`src/rtl/text_line_buffer.sv`:
```
// rtl/text_line_buffer.sv - editable text line with frame-synchronous commit to the display side
//
// Ports:
//   clk         - system clock, rising edge
//   rst_n       - asynchronous active-low reset
//   char_in     - ASCII code offered by the front end
//   char_valid  - char_in is valid
//   char_ready  - block can accept a code this cycle (high in IDLE only)
//   frame_start - single-cycle pulse at vertical blank; publishes the working line
//   text        - committed packed line, newest character in [7:0]
//   length      - committed character count, 0..MAX_CHARS
//   dirty       - working line differs from the committed line
//   overflow    - one-cycle pulse when a printable character is dropped on a full line

module text_line_buffer #(
  parameter int MAX_CHARS = 10
) (
  input  logic                   clk,
  input  logic                   rst_n,
  input  logic [7:0]             char_in,
  input  logic                   char_valid,
  output logic                   char_ready,
  input  logic                   frame_start,
  output logic [MAX_CHARS*8-1:0] text,
  output logic [6:0]             length,
  output logic                   dirty,
  output logic                   overflow
);

  localparam int         W       = MAX_CHARS * 8;
  localparam logic [6:0] MAX_LEN = 7'(MAX_CHARS);

  localparam logic [7:0] CODE_BS    = 8'h08;
  localparam logic [7:0] CODE_CR    = 8'h0D;
  localparam logic [7:0] CODE_SPACE = 8'h20;
  localparam logic [7:0] CODE_TILDE = 8'h7E;

  typedef enum logic {
    ST_IDLE,
    ST_EXEC
  } state_t;

  state_t       state;
  state_t       state_nxt;
  logic [7:0]   code_q;

  logic [W-1:0] wtext;
  logic [W-1:0] wtext_nxt;
  logic [6:0]   wlen;
  logic [6:0]   wlen_nxt;

  logic         is_printable;
  logic         is_backspace;
  logic         is_cr;
  logic         line_full;
  logic         line_empty;
  logic         accept;

  assign is_printable = (code_q >= CODE_SPACE) && (code_q <= CODE_TILDE);
  assign is_backspace = (code_q == CODE_BS);
  assign is_cr        = (code_q == CODE_CR);
  assign line_full    = (wlen >= MAX_LEN);
  assign line_empty   = (wlen == 7'd0);
  assign accept       = char_valid && char_ready;

  // State register and code latch. The code is captured only on a real
  // handshake, so char_valid during EXEC leaves code_q untouched.
  always_ff @(posedge clk or negedge rst_n) begin
    if (!rst_n) begin
      state  <= ST_IDLE;
      code_q <= 8'h00;
    end else begin
      state <= state_nxt;
      if (accept) begin
        code_q <= char_in;
      end
    end
  end

  // Next-state, handshake and edit decode.
  always_comb begin
    state_nxt  = state;
    char_ready = 1'b0;
    overflow   = 1'b0;
    wtext_nxt  = wtext;
    wlen_nxt   = wlen;

    case (state)
      ST_IDLE: begin
        char_ready = 1'b1;
        if (char_valid) begin
          state_nxt = ST_EXEC;
        end
      end

      ST_EXEC: begin
        state_nxt = ST_IDLE;
        if (is_printable) begin
          if (!line_full) begin
            // Shift older characters toward the high bytes; the new one
            // lands in byte 0. Vacated bytes above wlen stay zero.
            wtext_nxt = (wtext << 8) | W'(code_q);
            wlen_nxt  = wlen + 7'd1;
          end else begin
            overflow = 1'b1;
          end
        end else if (is_backspace) begin
          if (!line_empty) begin
            // Dropping the newest character; a zero byte fills the top so
            // the line stays zero-padded beyond wlen.
            wtext_nxt = wtext >> 8;
            wlen_nxt  = wlen - 7'd1;
          end
        end else if (is_cr) begin
          wtext_nxt = '0;
          wlen_nxt  = 7'd0;
        end
      end

      default: begin
        state_nxt = ST_IDLE;
      end
    endcase
  end

  // Working line.
  always_ff @(posedge clk or negedge rst_n) begin
    if (!rst_n) begin
      wtext <= '0;
      wlen  <= 7'd0;
    end else begin
      wtext <= wtext_nxt;
      wlen  <= wlen_nxt;
    end
  end

  // Committed line. Sampling the registered working values means an edit
  // executing in the same cycle as frame_start waits for the next frame.
  always_ff @(posedge clk or negedge rst_n) begin
    if (!rst_n) begin
      text   <= '0;
      length <= 7'd0;
    end else if (frame_start) begin
      text   <= wtext;
      length <= wlen;
    end
  end

  assign dirty = (wtext != text) || (wlen != length);

endmodule

```
`config.mk`:
```
export PLATFORM = sky130hd
export DESIGN_NAME = text_line_buffer
export DESIGN_NICKNAME = d
export VERILOG_FILES = /design/src/rtl/text_line_buffer.sv
export SDC_FILE = /design/constraint.sdc
export NUM_CORES = 1
export LEC_CHECK = 0
export BUFFER_PORTS_ARGS = -buffer_cell sky130_fd_sc_hd__buf_2
export CAP_MARGIN = 25
export CORE_ASPECT_RATIO = 0.6
export CORE_MARGIN = 2
export CORE_UTILIZATION = 50
export DETAILED_ROUTE_END_ITERATION = 10
export GPL_TIMING_DRIVEN = 0
export HOLD_SLACK_MARGIN = 0.08
export PLACE_DENSITY = 0.7
export SYNTH_ARGS = -nofsm -noshare
export SYNTH_HDL_FRONTEND = slang
export SYNTH_SLANG_ARGS = --single-unit
```
`constraint.sdc`:
```
create_clock -name clk -period 3.3 [get_ports clk]
set_input_delay 0.495 -clock clk [delete_from_list [all_inputs] [get_ports clk]]
set_output_delay 0.495 -clock clk [all_outputs]
set_load 0.02 [all_outputs]
```
Word-level counts from Yosys, hierarchy flattened
Cells that the tools add are included.
- equal/unequal tests: 6
- reduce and logical (&&, ||, !) cells: 6
- magnitude comparators: 3
- bitwise gates (word level): 2
- add/subtract/negate cells: 2
- muxes and demuxes: 16
- operators by type and width (operator ; count):
    80-bit two-way mux ; 5
    80-bit inequality test ; 1
    80-bit by 8-bit bitwise OR with 80-bit output ; 1
    7-bit two-way mux ; 5
    8-bit by 4-bit == test with 1-bit output (second input constant) ; 2
    8-bit by 6-bit greater-or-equal comparator with 1-bit output (second input constant) ; 1
    8-bit by 7-bit less-or-equal comparator with 1-bit output (second input constant) ; 1
    7-bit by 1-bit adder with 7-bit output (second input constant) ; 1
    7-bit by 4-bit greater-or-equal comparator with 1-bit output (second input constant) ; 1
    7-bit zero test ; 1
    7-bit inequality test ; 1
    7-bit by 1-bit subtractor with 7-bit output (second input constant) ; 1
    1-bit two-way mux ; 5
    4-bit AND reduction ; 1
    3-bit inequality test (second input constant) ; 1
    3-bit nonzero test ; 1
    1-bit logical AND ; 2
    2-bit inequality test (second input constant) ; 1
    1-bit case mux with 2 select lines ; 1
    1-bit logical OR ; 1
    1-bit inverter ; 1
- register bits after elaboration: 183
- word-level logic and storage cells: 41
- input port bits: 12
- output and inout bits: 90

Depth between registers and ports, before layout
Gate-level depths: netlist of run 1.
- depth in word-level cells: 4
- mapped depth: 9
- depth with buffers taken out: 7

Worst setup path before layout of run 1
No wires, ideal clock.
- path type: register -> register
- start: register code_q[5]
- end: register wtext[57]
- data arrival time: 2136 ps
- library setup time: 127 ps
- slack: 1037 ps
- buffers on the path: 2
- period minus slack after synthesis: 2263 ps
- stages on the path, launching flop included: 8
- required time: 3173 ps
- cell sequence: dfrtp_1 > or4b_4 > nor4_2 > a21oi_2 > nor2_4 > buf_6 > buf_6 > mux2_1
- cells in the longest elaborated chain, start to end: 4
- elaborated cells between the ends (all ways): 11
- classes of those cells: order compare (2); eq/ne (4); mux (2); reduce/logical (3)
- ends and longest elaborated chain (what ; RTL line ; RTL):
    start: declaration ; 45 ; logic [7:0] code_q;
    start signal: assignment ; 75 ; code_q <= char_in;
    8-bit by 6-bit greater-or-equal comparator with 1-bit output / 8-bit by 7-bit less-or-equal comparator with 1-bit output (equally long branches) ; 59 ; assign is_printable = (code_q >= CODE_SPACE) && (code_q <= CODE_TILDE);
    1-bit logical AND ; 59 ;
    3-bit inequality test (no source line) (tied with other cells) ; -- ;
    4-bit AND reduction (no source line) ; -- ;
    end signal: assignment ; 132 ; wtext <= wtext_nxt;
    end: declaration ; 47 ; logic [W-1:0] wtext;
Several ways; a longest one is shown, not always the timed one.
A chain may end at the register's enable or synchronous reset.

Final worst setup path of run 1
- start: register code_q[0]
- end: register wtext[61]
Same word-level chain as after synthesis.

==> key figures, run 1 <==
Floorplanning
  • Die W: 175 um
  • Core area: 0.0172 mm^2
  • Die height: 107 um
  • Rows: 37
  • IO Count: 102
  • Starting Density: 51.2%
  • Overall die area: 0.0187 mm^2

Detailed routing
  • Post-route ant nets: 0
  • Routed vias: 6,313
  • Routed length per placed instance: 23.9 um
  • DRT Pass-1 Iters: 5
  • Routed WL: 24,900 um
  • DRC: 0
  • 1st-iter DRT viols: 533
  • Vias per cell: 6.07

Global route
  • First-pass GRT wire length: 38,000 um
  • GRT busiest layer: met1
  • Vias in the first global route: 6,209
  • Largest net degree at the start of global routing: 99
  • GR Util met3: 6.21%
  • Initial antenna violation count: 0
  • GR Util met2: 38.1%
  • GR Overflow Total: 0
  • GRT Util Overall: 27.4%
  • Met1 usage: 43.1%

Power
  • P_leak: 5.18 nW
  • Max IR drop VDD: 0.000426 V
  • P per Cell Area: 660 mW/mm^2

Layout
  • Final core utilization: 59.6%
  • Antenna diode count: 0
  • Nets: 808
  • Area Overhead vs Synth: 16.4%
  • Multi-input gate area: 0.00398 mm^2
  • Share of post-route cells with drive strength above 1: 36.5%
  • Register area: 0.00458 mm^2
  • Fill count: 1,435

Critical path
  • Worst setup SP type: flop
  • Worst reg2reg setup slack: 0.13 ns
  • CP endpoint kind: flop
  • Worst Path Required: 3.60 ns
  • Critical path class: flop to flop
  • Arr. time, crit path: 3.47 ns
  • R2R Path Start: code_q[0]
  • Worst-path maximum fanout: 10
  • R2R depth: 7
  • RR Endpoint: wtext[61]

Yosys
  • Asr flop ratio synth: 100%
  • Syn. warnings: 0
  • Yosys reg bits: 183
  • Netlist cell types: 52
  • Seq/Total Area, Yosys: 52.0%
  • Mapped Area: 0.00880 mm^2
  • Most used flip-flop cell after synthesis: dfrtp_1
  • Cells after Synth: 673
  • Syn_nets: 688
  • Mean Syn Cell Area: 13.1 um^2
  • Post-synth EDFFs: 0

Run status
  • Status: complete, no violations

STA
  • Final setup fails: 0
  • Achievable frequency: 0.315 GHz
  • Max_slew headroom: 27.5%
  • Fin crit share: 96.1%
  • Skew final: 0.0157 ns
  • Final slew viol count: 0
  • Hold Vio Cnt, Final: 0
  • Setup TNS Final: 0 ns
  • Worst-Margin Slew: 1.09 ns
  • RSZ-0062 raised after global routing: no
  • Fin crit period: 3.17 ns

Placement
  • Port buffer count: 100
  • Routability Congestion: 0.915
  • Post-DP HPWL: 18,100 um

Clock tree
  • Total clock sinks: 183
  • CTS resizes: 0
  • CTS tree: yes
  • Num CTS Buffers: 17
  • Max Root-Sink Buffers: 2
  • CTS root buffer: clkbuf_16
  • Htree depth: 4
  • Worst-skew pair later-pin latency: 0.42 ns
  • Post-CTS Hold Buffers: 0
  • Reg clk slew, reported paths: 0.07 ns
  • Post-CTS Setup Bufs: 0

Job
  • Max Cap Viol: 0

Min path
  • Min-delay worst type: primary input to async pin
==> state kept, by name, summed over array words and instances (netlist names) <==
name and count:
text 80, wlen 7, wtext 80, code_q 8, length 7, state 1
==> synthesized netlist by cell type (all sizes together), types with 2 or more instances <==
cell,number,area [um^2]
a22o,62,543
a31oi,3,18.8
dfrtp,183,4580
or3,3,18.8
buf,12,93.8
o21ai,18,90.1
o41ai,5,43.8
nor3,4,20.0
nand4,16,100
a21oi,6,33.8
a22oi,6,45.0
mux2,162,1820
xor2,37,324
inv,8,30.0
nand2,12,45.0
mux2i,5,50.1
nor2b,2,12.5
o31ai,5,37.5
nor2,5,28.8
clkbuf,31,116
nand3,2,10.0
nor4,13,87.6
xnor2,51,447
ha,3,37.5
==> where the power goes <==
group | total (mW) | internal [mW] | switching (mW)
clock | 2.13 | 1.19 | 0.944
combinational | 1.80 | 0.717 | 1.08
sequential | 2.84 | 2.49 | 0.343
total | 6.77 | 4.40 | 2.37
==> kinds of logic (layout without fill, tap and decap cells) <==
kind of cell,count (synthesis),in the layout,share of synthesized area (%)
mux,167,167,21.3
flops,183,183,52.0
xor+xnor,88,88,8.76
fa+ha+maj,3,3,0.427
simple gates,65,65,4.39
buf+inv,51,184,2.73
compound gates,116,116,10.4
==> placed cells by master (no fill, tap or decap), types with 16 or more instances in the layout <==
cell	count
mux2_1	20
xnor2_1	51
mux2_2	142
buf_2	102
xor2_1	37
nand4_1	16
dfrtp_1	183
o21ai_0	18
clkbuf_16	17
a22o_1	62
clkbuf_1	31
==> how the worst max path moves through the flow <==
| stage | from | endpoint | slack (ns) | cells past startpoint |
|---|---|---|---|---|
| after global placement | rst_n | text[55] | -1.09 | 1 |
| after CTS | wtext[15] | dirty | 0.26 | 6 |
| final | code_q[0] | wtext[61] | 0.13 | 7 |
| after floorplan | code_q[5] | wtext[57] | 1.04 | 7 |
| after global routing | code_q[0] | wtext[69] | 0.08 | 7 |
| after detailed placement | code_q[0] | wtext[61] | 0.33 | 7 |
==> critical path, cell delays in order (launching register included) <==
cell	delay, ns
dfrtp_1	0.44
and4_1	0.26
a311oi_2	0.93
a21oi_2	0.40
nor2_4	0.27
buf_6	0.21
buf_6	0.18
mux2_1	0.34
==> per-layer routing <==
metal	vias to the layer above	share of wire, %
li1	2722	-
met1	3305	49
met2	259	42
met3	27	7.6
met4	0	1.6
met5	-	0
==> stage by stage <==
| step | std cells | hold slack (ns) | power [mW] | setup WS, ns | cell area (um^2) |
|---|---|---|---|---|---|
| after floorplan | 673 | 0.199 | 3.90 | 1.04 | 8800 |
| after global placement | 1007 | 0.533 | 4.56 | -1.09 | 9590 |
| after detailed placement | 1008 | 0.538 | 4.62 | 0.329 | 9630 |
| after CTS | 1040 | 0.0926 | 6.74 | 0.258 | 10200 |
| after global routing | 1040 | 0.0970 | 7.03 | 0.0827 | 10200 |
| final | 1040 | 0.0510 | 6.77 | 0.130 | 10200 |
==> area by class of cell <==
| cell class | instances | share of cell area (%) |
|---|---|---|
| clock buffers | 19 | 4.42 |
| flip-flops and latches | 183 | 44.7 |
| well taps | 234 | 2.86 |
| plain buffers | 43 | 2.05 |
| multi-input cells | 439 | 38.9 |
| clock inverters | 13 | 1.56 |
| inverters | 8 | 0.293 |
| repair buffers | 101 | 5.25 |
(Power assumes the default switching activity.)
==> run 2: changes to the inputs <==
PLACE_DENSITY = unset   (was 0.7)
PLACE_DENSITY_LB_ADDON = 0.12   (was unset)
==> key figures, run 2 (synthesized netlist as in run 1, its figures left out) <==
Global route
  • GR Util met3: 4.72%
  • Met1 usage: 43.0%
  • Initial antenna violation count: 0
  • Vias in the first global route: 6,189
  • GRT Util Overall: 28.0%
  • GR Overflow Total: 0
  • Largest net degree at the start of global routing: 112
  • GR Util met2: 39.5%
  • First-pass GRT wire length: 38,400 um
  • GRT busiest layer: met1

Clock tree
  • Worst-skew pair later-pin latency: 0.43 ns
  • Htree depth: 4
  • Max Root-Sink Buffers: 2
  • Total clock sinks: 183
  • Num CTS Buffers: 17
  • CTS root buffer: clkbuf_16
  • Reg clk slew, reported paths: 0.07 ns
  • CTS tree: yes

STA
  • Fin crit period: 3.21 ns
  • Achievable frequency: 0.312 GHz
  • Final WS setup: 0.0946 ns
  • Max_slew headroom: 33.0%
  • Final setup fails: 0
  • Final slew viol count: 0
  • Setup TNS Final: 0 ns
  • RSZ-0062 raised after global routing: no
  • Worst-Margin Slew: 1.00 ns
  • Fin crit share: 97.1%
  • Skew final: 0.0138 ns
  • Hold Vio Cnt, Final: 0

Critical path
  • Arr. time, crit path: 2.71 ns
  • Crit path cell chain: xor2_1, nor4_1, nand4_1, nor3_1, nand4_1, buf_2
  • CP peak stage delay: 0.68 ns
  • Critical path class: flop to primary output
  • R2R depth: 7
  • Most used cell, CP: nand4_1
  • Worst Path Required: 2.80 ns
  • Slowest CP cell: nor4_1
  • Worst-path maximum fanout: 5
  • CP endpoint kind: primary output
  • Worst setup SP type: flop

Power
  • P_leak: 5.15 nW
  • Max IR drop VDD: 0.000353 V
  • P per Cell Area: 648 mW/mm^2

Floorplanning
  • Starting Density: 51.2%
  • Die W: 175 um
  • Die height: 107 um
  • IO Count: 102
  • Overall die area: 0.0187 mm^2
  • Rows: 37
  • Core area: 0.0172 mm^2

Job
  • Max Cap Viol: 0

Layout
  • Area Overhead vs Synth: 16.0%
  • Share of post-route cells with drive strength above 1: 36.0%
  • Most frequent cells in the layout: dfrtp_1, mux2_2, buf_2, a22o_1, xnor2_1
  • Biggest regs: text (80), wtext (80), code_q (8)
  • Antenna diode count: 0
  • Nets: 809
  • Commonest non-fill, non-tap cell in the layout: dfrtp_1
  • Final Cell Area: 0.0102 mm^2
  • Fill count: 1,412

Placement
  • DP Area: 0.00963 mm^2
  • Pre-CTS WS: 0.282 ns
  • Port buffer count: 100
  • Post-DP HPWL: 18,300 um
  • Routability Congestion: 0.862

Detailed routing
  • Post-route ant nets: 0
  • 1st-iter DRT viols: 484
  • Vias per cell: 6.04
  • DRC: 0
  • Routed length per placed instance: 24.2 um
  • DRT Pass-1 Iters: 7
  • Routed WL: 25,200 um
  • Routed vias: 6,272

Min path
  • Hold Path Depth: 2
  • Min-delay worst type: primary input to flop

Run status
  • Status: complete, no violations
run 2: changes by cell type in the layout (fill, tap and decap cells not counted):
cell / previous run / this run
nor4_2: 1 / 3
clkinv_2: 1 / 3
dlygate4sd3_1: 0 / 1
inv_6: 3 / 1
clkbuf_1: 31 / 35
clkbuf_8: 2 / 1
inv_8: 4 / 0
nor4_1: 12 / 10
clkinv_4: 1 / 0
run 2: worst paths after layout:
path                                 start         to  slack (ns)
worst min register to register    text[79]   text[79]        0.55
worst max register to register   code_q[0]  wtext[60]        0.25
max in group asynchronous            rst_n  length[5]        1.71
worst min-delay path            char_in[5]  code_q[5]        0.30
min in group asynchronous            rst_n   text[71]        0.63
worst max-delay path             wtext[26]      dirty        0.09
run 2: timing repair:
item	CTS	global route
endpoints found under the hold margin	72	0
resized for setup	0	2
hold buffers	1	0
buffers inserted	0	0
setup endpoints to repair	0	1
run 2: cell type report:
cell class,instances,area (um^2),share of cell area [%]
inverters,8,30.0,0.294
clock inverters,8,98.8,0.968
plain buffers,43,210,2.06
multi-input cells,439,3990,39.1
well taps,234,293,2.87
repair buffers,102,548,5.37
flip-flops and latches,183,4580,44.9
clock buffers,22,454,4.45
run 2: report_power, final:
group	switching [mW]	internal, mW	leakage, nW	total (mW)
registers	0.350	2.50	2.51	2.85
clock network	0.864	1.13	0.266	1.99
logic	1.06	0.722	2.37	1.78
run 2: metrics by stage:
step	utilization (%)	hold WS (ns)	total power, mW	instances
6_report	59.4	0.295	6.62	1039
5_1_grt	59.4	0.294	6.88	1039
4_1_cts	59.4	0.292	6.59	1039
3_5_place_dp	56.1	0.507	4.61	1008
3_3_place_gp	55.9	0.531	4.56	1007
2_1_floorplan	-	0.199	3.90	673
run 2: critical path, delay by kind of cell (launching register included):
family / cells / cell delay, ns
AND/OR/NAND/NOR: 4 / 1.40
flip-flops: 1 / 0.47
XOR/XNOR: 1 / 0.21
buffers and inverters: 1 / 0.20
run 2: per-layer routing:
metal | wire length (um) | up-vias
li1 | - | 2729
met1 | 12100 | 3267
met2 | 10800 | 233
met3 | 1650 | 43
met4 | 639 | 0
met5 | 0 | -
==> run 3: changes to the inputs <==
BUFFER_PORTS_ARGS = unset   (was -buffer_cell sky130_fd_sc_hd__buf_2)
DONT_BUFFER_PORTS = 1   (was unset)
==> key figures, run 3 (synthesized netlist as in run 1, its figures left out) <==
Run status
  • Status: finished with violations
  • Failing checks: hold timing

STA
  • RSZ-0062 raised after global routing: no
  • Final setup fails: 0
  • Skew final: 0.0109 ns
  • Final slew viol count: 0
  • Hold Vio Cnt, Final: 183
  • Max_slew headroom: 33.8%
  • Worst-Margin Slew: 0.992 ns
  • Fin crit share: 91.8%
  • Setup TNS Final: 0 ns
  • Hold WS: -0.248 ns
  • Fin crit period: 3.03 ns
  • Achievable frequency: 0.330 GHz

Layout
  • Commonest non-fill, non-tap cell in the layout: dfrtp_1
  • Share of post-route cells with drive strength above 1: 27.2%
  • Fill count: 1,421
  • Multi-input gate area: 0.00398 mm^2
  • Most frequent cells in the layout: dfrtp_1, mux2_2, a22o_1, xnor2_1, xor2_1
  • Register area: 0.00458 mm^2
  • Nets: 707
  • Area Overhead vs Synth: 9.92%
  • Biggest regs: text (80), wtext (80), code_q (8)
  • Antenna diode count: 0

Floorplanning
  • Die W: 175 um
  • Rows: 37
  • Starting Density: 51.2%
  • IO Count: 102
  • Core area: 0.0172 mm^2
  • Overall die area: 0.0187 mm^2
  • Die height: 107 um

Critical path
  • CP peak stage delay: 0.83 ns
  • Worst setup SP type: flop
  • Worst Path Required: 3.61 ns
  • Slowest CP cell: a311oi_2
  • Worst-path maximum fanout: 10
  • Crit path cell chain: and4_1, a311oi_2, a21oi_2, nor2_4, buf_6, buf_6, mux2_1
  • CP endpoint kind: flop
  • Most used cell, CP: buf_6
  • Critical path class: flop to flop
  • WP buf/inv: 2
  • Largest delay share family, worst path: compound AO/OA/AOI/OAI gates
  • Arr. time, crit path: 3.34 ns

Global route
  • First-pass GRT wire length: 37,800 um
  • GR Overflow Total: 0
  • Vias in the first global route: 5,859
  • Largest net degree at the start of global routing: 184
  • GRT Util Overall: 27.8%
  • Initial antenna violation count: 0

Clock tree
  • CTS tree: yes
  • Post-CTS Setup Bufs: 0
  • Max Root-Sink Buffers: 2
  • Reg clk slew, reported paths: 0.07 ns
  • Num CTS Buffers: 17
  • CTS resizes: 0
  • Htree depth: 4
  • Worst-skew pair later-pin latency: 0.44 ns
  • CTS root buffer: clkbuf_16
  • Total clock sinks: 183

Detailed routing
  • Routed length per placed instance: 26.2 um
  • 1st-iter DRT viols: 588
  • Routed vias: 5,867
  • DRT Pass-1 Iters: 5
  • Routed WL: 24,600 um
  • Post-route ant nets: 0
  • DRC: 0
  • Vias per cell: 6.25

Power
  • Clock share of power: 31.3%
  • Max IR drop VDD: 0.000412 V
  • P_leak: 4.60 nW
  • P per Cell Area: 672 mW/mm^2
  • Switching power: 2.27 mW
  • Switching share of power: 34.9%
  • Gate power share: 22.3%
  • Internal: 4.24 mW
  • Sequential share of power: 46.4%

Job
  • Max Cap Viol: 0

Placement
  • Post-DP HPWL: 17,800 um
  • Port buffer count: 0
  • Routability Congestion: 0.885

Min path
  • Min-delay worst type: primary input to async pin
[run 3: final cells by class]
class | count | share of cell area [%]
tap | 234 | 3.03
buffer | 43 | 2.17
multi-input combinational | 439 | 41.2
sequential | 183 | 47.3
inverter | 8 | 0.310
clock inverter | 14 | 1.56
clock buffer | 18 | 4.44
[run 3: layer usage]
layer  share of wire, %  GRT usage [%]
met1                 47           41.4
met2                 42           38.7
met3                9.5           8.12
met4                2.0           8.93
met5                  0              0
[run 3: final timing paths]
path,startpoint,endpoint,slack (ns),cells past startpoint
worst min register to register,state,wlen[3],0.56,1
worst max-delay path,code_q[0],wtext[63],0.27,7
max in group asynchronous,rst_n,wtext[7],3.23,0
worst max register to register,code_q[0],wtext[63],0.27,7
worst min-delay path,rst_n,text[40],-0.25,0
min in group clk,char_in[3],code_q[3],0.21,1
[run 3: power groups by stage]
stage,Combinational (mW),Clock [mW],Sequential [mW]
floorplan,0.987,0,2.92
global placement,1.37,0,3.04
detailed placement,1.39,0,3.06
CTS,1.41,2.06,3.02
global route,1.54,2.15,3.06
finish,1.45,2.04,3.02
[run 3: through the flow]
step                area (um^2)  setup WS, ns  power, mW  utilization, %  instances
floorplan                  8800          1.04       3.90               -        673
global placement           9090         0.304       4.41            52.9        907
detailed placement         9090         0.313       4.45            52.9        907
CTS                        9670         0.305       6.49            56.3        939
global route               9670         0.167       6.76            56.3        939
finish                     9670         0.269       6.50            56.3        939
